[src/rtl/lsu_pkg.sv]
// Shared opcode/state encodings and access-size helpers for the load/store unit.
package lsu_pkg;

  localparam int MASK_W = 8;

  typedef enum logic [3:0] {
    OP_NONE = 4'd0,
    OP_LB   = 4'd1,
    OP_LH   = 4'd2,
    OP_LW   = 4'd3,
    OP_LD   = 4'd4,
    OP_LBU  = 4'd5,
    OP_LHU  = 4'd6,
    OP_LWU  = 4'd7,
    OP_SB   = 4'd8,
    OP_SH   = 4'd9,
    OP_SW   = 4'd10,
    OP_SD   = 4'd11
  } lsu_op_e;

  typedef enum logic [1:0] {
    S_IDLE = 2'd0,
    S_REQ  = 2'd1,
    S_WAIT = 2'd2,
    S_RESP = 2'd3
  } lsu_state_e;

  // Reserved encodings 12..15 collapse to a pass-through.
  function automatic lsu_op_e decode_op(input logic [3:0] raw);
    return (raw > 4'd11) ? OP_NONE : lsu_op_e'(raw);
  endfunction

  function automatic logic is_load(input lsu_op_e op);
    return op inside {OP_LB, OP_LH, OP_LW, OP_LD, OP_LBU, OP_LHU, OP_LWU};
  endfunction

  function automatic logic is_store(input lsu_op_e op);
    return op inside {OP_SB, OP_SH, OP_SW, OP_SD};
  endfunction

  // log2 of the access size in bytes
  function automatic logic [1:0] op_size(input lsu_op_e op);
    case (op)
      OP_LH, OP_LHU, OP_SH: return 2'd1;
      OP_LW, OP_LWU, OP_SW: return 2'd2;
      OP_LD, OP_SD:         return 2'd3;
      default:              return 2'd0;
    endcase
  endfunction

  function automatic logic is_misaligned(input lsu_op_e op, input logic [2:0] off);
    case (op_size(op))
      2'd1:    return off[0] != 1'b0;
      2'd2:    return off[1:0] != 2'b00;
      2'd3:    return off != 3'b000;
      default: return 1'b0;
    endcase
  endfunction

endpackage

[src/rtl/lsu_if.sv]
// Valid/ready data-memory bus between the LSU (master) and the memory (slave).
interface lsu_if #(
  parameter int XLEN  = 64,
  parameter int MEM_W = 64
);
  logic                       mem_req_valid_o;
  logic                       mem_req_ready_i;
  logic [XLEN-1:0]            mem_addr_o;
  logic                       mem_wen_o;
  logic [lsu_pkg::MASK_W-1:0] mem_wmask_o;
  logic [MEM_W-1:0]           mem_wdata_o;
  logic                       mem_rsp_valid_i;
  logic [MEM_W-1:0]           mem_rdata_i;

  modport master (
    output mem_req_valid_o, mem_addr_o, mem_wen_o, mem_wmask_o, mem_wdata_o,
    input  mem_req_ready_i, mem_rsp_valid_i, mem_rdata_i
  );

  modport slave (
    input  mem_req_valid_o, mem_addr_o, mem_wen_o, mem_wmask_o, mem_wdata_o,
    output mem_req_ready_i, mem_rsp_valid_i, mem_rdata_i
  );
endinterface

[src/rtl/lsu_align.sv]
// Combinational lane logic: alignment check, store strobe/shift, load extract/extend.
module lsu_align
  import lsu_pkg::*;
#(
  parameter int XLEN  = 64,
  parameter int MEM_W = 64
) (
  input  lsu_op_e            op,
  input  logic [2:0]         off,
  input  logic [XLEN-1:0]    wdata,
  input  logic [MEM_W-1:0]   rdata,
  output logic               misalign,
  output logic [MASK_W-1:0]  wmask,
  output logic [MEM_W-1:0]   wdata_sh,
  output logic [XLEN-1:0]    rdata_ext
);

  logic [MEM_W-1:0] sh;

  always_comb begin
    misalign  = is_misaligned(op, off);
    sh        = rdata >> {off, 3'b000};
    wmask     = '0;
    wdata_sh  = '0;
    rdata_ext = '0;

    if (is_store(op)) begin
      wdata_sh = MEM_W'(wdata) << {off, 3'b000};
    end

    case (op)
      OP_SB: wmask = 8'h01 << off;
      OP_SH: wmask = 8'h03 << off;
      OP_SW: wmask = 8'h0F << off;
      OP_SD: wmask = 8'hFF;
      default: wmask = '0;
    endcase

    case (op)
      OP_LB:  rdata_ext = {{(XLEN-8){sh[7]}},   sh[7:0]};
      OP_LH:  rdata_ext = {{(XLEN-16){sh[15]}}, sh[15:0]};
      OP_LW:  rdata_ext = {{(XLEN-32){sh[31]}}, sh[31:0]};
      OP_LBU: rdata_ext = {{(XLEN-8){1'b0}},    sh[7:0]};
      OP_LHU: rdata_ext = {{(XLEN-16){1'b0}},   sh[15:0]};
      OP_LWU: rdata_ext = {{(XLEN-32){1'b0}},   sh[31:0]};
      OP_LD:  rdata_ext = rdata;
      default: rdata_ext = '0;
    endcase
  end

endmodule

[src/rtl/lsu.sv]
// Load/store unit: one outstanding access on the data-memory bus, result handed to write-back.
module lsu
  import lsu_pkg::*;
#(
  parameter int XLEN  = 64,
  parameter int MEM_W = 64
) (
  input  logic            clk,
  input  logic            rst,
  input  logic            valid_i_lsu,
  output logic            ready_o_lsu,
  input  logic [3:0]      lsuop_i_lsu,
  input  logic [XLEN-1:0] addr_i_lsu,
  input  logic [XLEN-1:0] wdata_i_lsu,
  output logic            valid_o_lsu,
  input  logic            wb_ready_i_lsu,
  output logic [XLEN-1:0] result_o_lsu,
  output logic            misalign_o_lsu,
  lsu_if.master           mem
);

  lsu_state_e       state;
  lsu_op_e          op_q;
  logic [XLEN-1:0]  addr_q;
  logic [XLEN-1:0]  wdata_q;

  lsu_op_e          op_in;
  lsu_op_e          op_sel;
  logic [2:0]       off_sel;
  logic [XLEN-1:0]  wdata_sel;
  logic             misalign;
  logic [MASK_W-1:0] wmask;
  logic [MEM_W-1:0] wdata_sh;
  logic [XLEN-1:0]  rdata_ext;

  assign op_in = decode_op(lsuop_i_lsu);

  // While idle the lane logic looks at the incoming instruction; afterwards at the latched one.
  always_comb begin
    op_sel    = op_q;
    off_sel   = addr_q[2:0];
    wdata_sel = wdata_q;
    if (state == S_IDLE) begin
      op_sel    = op_in;
      off_sel   = addr_i_lsu[2:0];
      wdata_sel = wdata_i_lsu;
    end
  end

  lsu_align #(
    .XLEN  (XLEN),
    .MEM_W (MEM_W)
  ) u_align (
    .op        (op_sel),
    .off       (off_sel),
    .wdata     (wdata_sel),
    .rdata     (mem.mem_rdata_i),
    .misalign  (misalign),
    .wmask     (wmask),
    .wdata_sh  (wdata_sh),
    .rdata_ext (rdata_ext)
  );

  assign mem.mem_addr_o = {addr_q[XLEN-1:3], 3'b000};

  always_ff @(posedge clk) begin
    if (rst) begin
      state               <= S_IDLE;
      op_q                <= OP_NONE;
      addr_q              <= '0;
      wdata_q             <= '0;
      ready_o_lsu         <= 1'b1;
      valid_o_lsu         <= 1'b0;
      result_o_lsu        <= '0;
      misalign_o_lsu      <= 1'b0;
      mem.mem_req_valid_o <= 1'b0;
      mem.mem_wen_o       <= 1'b0;
      mem.mem_wmask_o     <= '0;
      mem.mem_wdata_o     <= '0;
    end else begin
      case (state)
        S_IDLE: begin
          if (valid_i_lsu) begin
            op_q        <= op_in;
            addr_q      <= addr_i_lsu;
            wdata_q     <= wdata_i_lsu;
            ready_o_lsu <= 1'b0;
            if (op_in == OP_NONE) begin
              result_o_lsu   <= addr_i_lsu;
              misalign_o_lsu <= 1'b0;
              valid_o_lsu    <= 1'b1;
              state          <= S_RESP;
            end else if (misalign) begin
              // Faulting access: report straight away, never touch the bus.
              result_o_lsu   <= '0;
              misalign_o_lsu <= 1'b1;
              valid_o_lsu    <= 1'b1;
              state          <= S_RESP;
            end else begin
              misalign_o_lsu      <= 1'b0;
              mem.mem_req_valid_o <= 1'b1;
              mem.mem_wen_o       <= is_store(op_in);
              mem.mem_wmask_o     <= wmask;
              mem.mem_wdata_o     <= wdata_sh;
              state               <= S_REQ;
            end
          end
        end
        S_REQ: begin
          if (mem.mem_req_ready_i) begin
            mem.mem_req_valid_o <= 1'b0;
            state               <= S_WAIT;
          end
        end
        S_WAIT: begin
          if (mem.mem_rsp_valid_i) begin
            result_o_lsu <= is_load(op_q) ? rdata_ext : '0;
            valid_o_lsu  <= 1'b1;
            state        <= S_RESP;
          end
        end
        S_RESP: begin
          if (wb_ready_i_lsu) begin
            valid_o_lsu <= 1'b0;
            ready_o_lsu <= 1'b1;
            state       <= S_IDLE;
          end
        end
        default: state <= S_IDLE;
      endcase
    end
  end

endmodule

[src/flat_wrapper.sv]
// flat-port wrapper written by rule: the top's interface ports become plain ports
module lsu_flat import lsu_pkg::*;
#(
  parameter int XLEN  = 64,
  parameter int MEM_W = 64
)
  (clk, rst, valid_i_lsu, ready_o_lsu, lsuop_i_lsu, addr_i_lsu, wdata_i_lsu, valid_o_lsu, wb_ready_i_lsu, result_o_lsu, misalign_o_lsu, mem_mem_req_valid_o, mem_mem_addr_o, mem_mem_wen_o, mem_mem_wmask_o, mem_mem_wdata_o, mem_mem_req_ready_i, mem_mem_rsp_valid_i, mem_mem_rdata_i);
  lsu_if #(.XLEN(XLEN), .MEM_W(MEM_W)) mem_i ();
  input  logic clk;
  input  logic rst;
  input  logic valid_i_lsu;
  output logic ready_o_lsu;
  input  logic [3:0] lsuop_i_lsu;
  input  logic [XLEN-1:0] addr_i_lsu;
  input  logic [XLEN-1:0] wdata_i_lsu;
  output logic valid_o_lsu;
  input  logic wb_ready_i_lsu;
  output logic [XLEN-1:0] result_o_lsu;
  output logic misalign_o_lsu;
  output wire logic [$bits(mem_i.mem_req_valid_o)-1:0] mem_mem_req_valid_o;
  output wire logic [$bits(mem_i.mem_addr_o)-1:0] mem_mem_addr_o;
  output wire logic [$bits(mem_i.mem_wen_o)-1:0] mem_mem_wen_o;
  output wire logic [$bits(mem_i.mem_wmask_o)-1:0] mem_mem_wmask_o;
  output wire logic [$bits(mem_i.mem_wdata_o)-1:0] mem_mem_wdata_o;
  input wire logic [$bits(mem_i.mem_req_ready_i)-1:0] mem_mem_req_ready_i;
  input wire logic [$bits(mem_i.mem_rsp_valid_i)-1:0] mem_mem_rsp_valid_i;
  input wire logic [$bits(mem_i.mem_rdata_i)-1:0] mem_mem_rdata_i;
  assign mem_mem_req_valid_o = mem_i.mem_req_valid_o;
  assign mem_mem_addr_o = mem_i.mem_addr_o;
  assign mem_mem_wen_o = mem_i.mem_wen_o;
  assign mem_mem_wmask_o = mem_i.mem_wmask_o;
  assign mem_mem_wdata_o = mem_i.mem_wdata_o;
  assign mem_i.mem_req_ready_i = mem_mem_req_ready_i;
  assign mem_i.mem_rsp_valid_i = mem_mem_rsp_valid_i;
  assign mem_i.mem_rdata_i = mem_mem_rdata_i;
  lsu #(.XLEN(XLEN), .MEM_W(MEM_W)) u_core (.clk(clk), .rst(rst), .valid_i_lsu(valid_i_lsu), .ready_o_lsu(ready_o_lsu), .lsuop_i_lsu(lsuop_i_lsu), .addr_i_lsu(addr_i_lsu), .wdata_i_lsu(wdata_i_lsu), .valid_o_lsu(valid_o_lsu), .wb_ready_i_lsu(wb_ready_i_lsu), .result_o_lsu(result_o_lsu), .misalign_o_lsu(misalign_o_lsu), .mem(mem_i));
endmodule
[config.mk]
export PLATFORM = sky130hd
export DESIGN_NAME = lsu_flat
export DESIGN_NICKNAME = d
export VERILOG_FILES = /design/src/rtl/lsu_pkg.sv /design/src/rtl/lsu_if.sv /design/src/rtl/lsu_align.sv /design/src/rtl/lsu.sv /design/src/flat_wrapper.sv
export SDC_FILE = /design/constraint.sdc
export NUM_CORES = 1
export LEC_CHECK = 0
export CORE_ASPECT_RATIO = 1.75
export CORE_MARGIN = 3
export CORE_UTILIZATION = 35
export DETAILED_ROUTE_END_ITERATION = 10
export PLACE_DENSITY = 0.58
export REMOVE_ABC_BUFFERS = 1
export SYNTH_ARGS = -nofsm -noshare
export SYNTH_HDL_FRONTEND = slang
export SYNTH_SLANG_ARGS = --single-unit
[constraint.sdc]
create_clock -name clk -period 4.7 [get_ports clk]
set_input_delay 0.705 -clock clk [delete_from_list [all_inputs] [get_ports clk]]
set_output_delay 0.705 -clock clk [all_outputs]
set_load 0.02 [all_outputs]
==> metrics <==
Final Non-Filler Cells=2905; Synth area leader=sky130_fd_sc_hd__dfxtp_1; setup tns final=0 ns; cell family with the largest share of critical-path delay=buffers and inverters; antenna violations before repair=2; number of vias per cell=5.58; Clk Latency, worst-skew pair=0.58 ns; number of resized instances in the post-cts repair step=0; CP Class=reg -> reg; Num Clock Sinks=275; status=complete, no violations; slowest cell on the critical path=sky130_fd_sc_hd__mux2i_4; clock root buffer=sky130_fd_sc_hd__clkbuf_16; count of placed standard cells including taps=2854; final design utilization=46.4%; summed area of non-filler cells in the final layout=20600 um2; first-iteration detailed-routing DRC count=972; RSZ-0062 raised after global routing=no; number of nets with antenna violations after routing=0; number of remaining DRC errors=0; height of the die=287 um; Hold Buf Count CTS=0; final estimated routing congestion in global placement=0.905; slack of the worst reg-to-reg path=0.76 ns; maximum number of pins on one net before global-route repair=161; power spent charging and discharging nets=5.27 mW; total routing usage reported by global routing=24.9%; Avg Inst Size Synth=7.58 um2; num ports=407; layout cell share with drive strength beyond 1=6.86%; remaining global-route overflow=0; number of global-route vias before repair=15900; maximum number of buffers from clock root to sink=3; worst setup path end=u_core.result_o_lsu[53]; library cells used by synthesis=64; power density relative to cell area=567 nW/um2; post-route worst setup slack=0.758 ns; highest clock rate=254 MHz; buffer count from post-CTS setup fixing=0; clock period minus final worst setup slack=3.94 ns; wire length reported by the detailed router=63.2 mm; clock share of power=19.6%; number of flip-flops and latches in the synthesized netlist=275; share of Yosys cell area claimed by the top area cell type=34.9%; part of the total power dissipated in combinational logic=54.2%; critical path buffer and inverter count=5; vias after detailed routing=16200; CTS Buf Count=29; fin nets=2527; HP Class=reg -> reg; H-tree lvl count=1; type of element launching the critical path=flip-flop; standard cell area after detailed placement=19700 um2; Fillers=4490; Worst Path Max Fanout=30; effective utilization at floorplan=35.5%; final period utilization=83.9%; Crit Reg-Reg Endpoint=u_core.result_o_lsu[53]; Seq pwr share=26.2%; minimum setup slack after placement=0.338 ns; CP most frequent cell=sky130_fd_sc_hd__buf_4; sequential cell area fraction in the yosys report=34.9%; total internal power=6.41 mW; final setup violation count=0; Worst path depth=13; TritonRoute pass-1 iters=6; required time reported for the critical path endpoint=5.18 ns; Slew @ Worst Pin=1.28 ns; asr flop ratio synth=0%; top cells by area, synth=sky130_fd_sc_hd__dfxtp_1 35%, sky130_fd_sc_hd__nand2_1 11%, sky130_fd_sc_hd__a21oi_1 8.7%; commonest cells in the synthesized netlist=460 x sky130_fd_sc_hd__nand2_1, 275 x sky130_fd_sc_hd__dfxtp_1, 273 x sky130_fd_sc_hd__a21oi_1, 167 x sky130_fd_sc_hd__nor2_1, 108 x sky130_fd_sc_hd__clkbuf_1; number of cells produced by synthesis=2079; Leakage Power=7.32 nW; switching power share of the total=45.1%; die extent in x=166 um; worst IR drop on VDD=334 uV; TritonCTS clock tree=built; number of cell rows=102; IO buf count=403; core region area=44400 um2; Post-Route Skew=0.0144 ns; synthesized area=15800 um2; wire per inst=21.8 um; most instantiated library cell after synthesis=sky130_fd_sc_hd__nand2_1; growth of design area from synthesis to finish=30.9%; clock slew at reported path FFs=0.06 ns; final count of pins violating max slew=0; Critical Path Max Stage Delay=0.40 ns; Arr. time, crit path=4.42 ns; Ys Warns=0; total die area=47700 um2; start point of the critical path=u_core.state[0]; global-route wire length before repair=94.7 mm; Crit Reg-Reg Startpoint=u_core.state[0]; slew margin rel.=14.5%; worst-path cell chain=inv_1, ha_4, buf_4, mux2i_4, buf_4, nand2_2, buf_4, o221ai_1, nand3_1, nand3_1, buf_4, o21ai_0, a311oi_1; most frequently used flop master after synthesis=sky130_fd_sc_hd__dfxtp_1; number of enable-type register cells in the synthesized netlist=0; final-report hold violation count=0; sum of net half-perimeters after detailed placement=44.9 mm; max-capacitance violation count=0; cell depth of the worst flop-to-flop path=13; Crit. End Element=flip-flop
==> stage by stage <==
step / hold WS (ns) / power (mW)
2_1_floorplan: 0.426 / 7.00
3_3_place_gp: 0.439 / 9.34
3_5_place_dp: 0.444 / 9.43
4_1_cts: 0.452 / 11.8
5_1_grt: 0.464 / 12.4
6_report: 0.452 / 11.7
==> how the worst min path moves through the flow <==
stage                                from                          to  slack [ns]  depth (start not counted)
2_1_floorplan          u_core.wdata_q[56]          u_core.wdata_q[56]        0.43                          2
3_3_place_gp            u_core.wdata_q[1]           u_core.wdata_q[1]        0.44                          2
3_5_place_dp           u_core.wdata_q[60]          u_core.wdata_q[60]        0.44                          2
4_1_cts                u_core.wdata_q[60]          u_core.wdata_q[60]        0.45                          2
5_1_grt        u_core.mem.mem_wdata_o[24]  u_core.mem.mem_wdata_o[24]        0.46                          2
6_report               u_core.wdata_q[60]          u_core.wdata_q[60]        0.45                          2
==> sequential cells by signal (all words and copies together) (netlist names) <==
name / flops
u_core.mem.mem_req_valid_o: 1
u_core.state: 2
u_core.ready_o_lsu: 1
u_core.valid_o_lsu: 1
u_core.result_o_lsu: 64
u_core.addr_q: 64
u_core.op_q: 4
u_core.mem.mem_wdata_o: 64
u_core.mem.mem_wen_o: 1
u_core.mem.mem_wmask_o: 8
u_core.wdata_q: 64
u_core.misalign_o_lsu: 1
==> power groups by stage <==
| stage | logic (mW) | clock network (mW) | registers (mW) |
|---|---|---|---|
| final | 6.34 | 2.29 | 3.06 |
| after global routing | 6.86 | 2.45 | 3.11 |
| after CTS | 6.33 | 2.36 | 3.06 |
| after detailed placement | 6.31 | 0 | 3.11 |
| after global placement | 6.25 | 0 | 3.09 |
| after floorplan | 3.51 | 0 | 3.49 |
==> worst reg2reg max path, delay by kind of cell, from the launching register on <==
family                     cells  cell delay, ns
muxes                          1            0.42
DFF                            1            0.34
buffers and inverters          5            1.48
adders and majority gates      1            0.38
AOI/OAI and AO/OA              3            0.81
and+or+nand+nor                3            0.40
==> layout make-up <==
class	count	area, um2	area share [%]
Antenna cell	2	5.00	0.0243
Clock buffer	40	787	3.82
Clock inverter	9	109	0.528
Inverter	12	45.0	0.218
Multi-Input combinational cell	1547	9030	43.8
Sequential cell	275	5510	26.7
Tap cell	572	716	3.47
Timing Repair Buffer	448	4420	21.4
==> routing by layer <==
metal / wire length (um) / GRT usage [%]
met1: 23300 / 26.7
met4: 2760 / 11.0
met3: 3480 / 3.82
met5: 0 / 0
met2: 33700 / 47.8
==> cells by family (layout without fill, tap and decap cells) <==
logic type / after synthesis / count (layout) / share of synthesized area (%)
AND/OR/NAND/NOR: 806 / 806 / 21.8
AO/OA/AOI/OAI: 583 / 583 / 23.9
flip-flops: 275 / 275 / 34.9
buffers and inverters: 259 / 509 / 8.31
multiplexers: 143 / 143 / 10.0
adder cells (fa/ha/maj): 12 / 12 / 0.953
other: 1 / 5 / 0.0238
==> cells in the final DEF, fill, tap and decap left out, types with 11 or more instances in the layout <==
| cell type | n |
|---|---|
| sky130_fd_sc_hd__nand2_1 | 458 |
| sky130_fd_sc_hd__clkdlybuf4s50_1 | 401 |
| sky130_fd_sc_hd__dfxtp_1 | 274 |
| sky130_fd_sc_hd__a21oi_1 | 273 |
| sky130_fd_sc_hd__nor2_1 | 165 |
| sky130_fd_sc_hd__mux2i_1 | 88 |
| sky130_fd_sc_hd__a211oi_1 | 71 |
| sky130_fd_sc_hd__nand3_1 | 57 |
| sky130_fd_sc_hd__o21ai_0 | 47 |
| sky130_fd_sc_hd__mux2_2 | 44 |
| sky130_fd_sc_hd__and2_1 | 43 |
| sky130_fd_sc_hd__buf_4 | 42 |
| sky130_fd_sc_hd__a311oi_1 | 35 |
| sky130_fd_sc_hd__clkbuf_16 | 29 |
| sky130_fd_sc_hd__a22o_1 | 25 |
| sky130_fd_sc_hd__or3_1 | 24 |
| sky130_fd_sc_hd__o211ai_1 | 21 |
| sky130_fd_sc_hd__nor2b_1 | 19 |
| sky130_fd_sc_hd__o22ai_1 | 18 |
| sky130_fd_sc_hd__a22oi_1 | 15 |
| sky130_fd_sc_hd__nor3_1 | 14 |
| sky130_fd_sc_hd__a32o_1 | 14 |
| sky130_fd_sc_hd__inv_1 | 12 |
| sky130_fd_sc_hd__ha_1 | 11 |
Note: power is estimated with default switching activity, not from simulation.
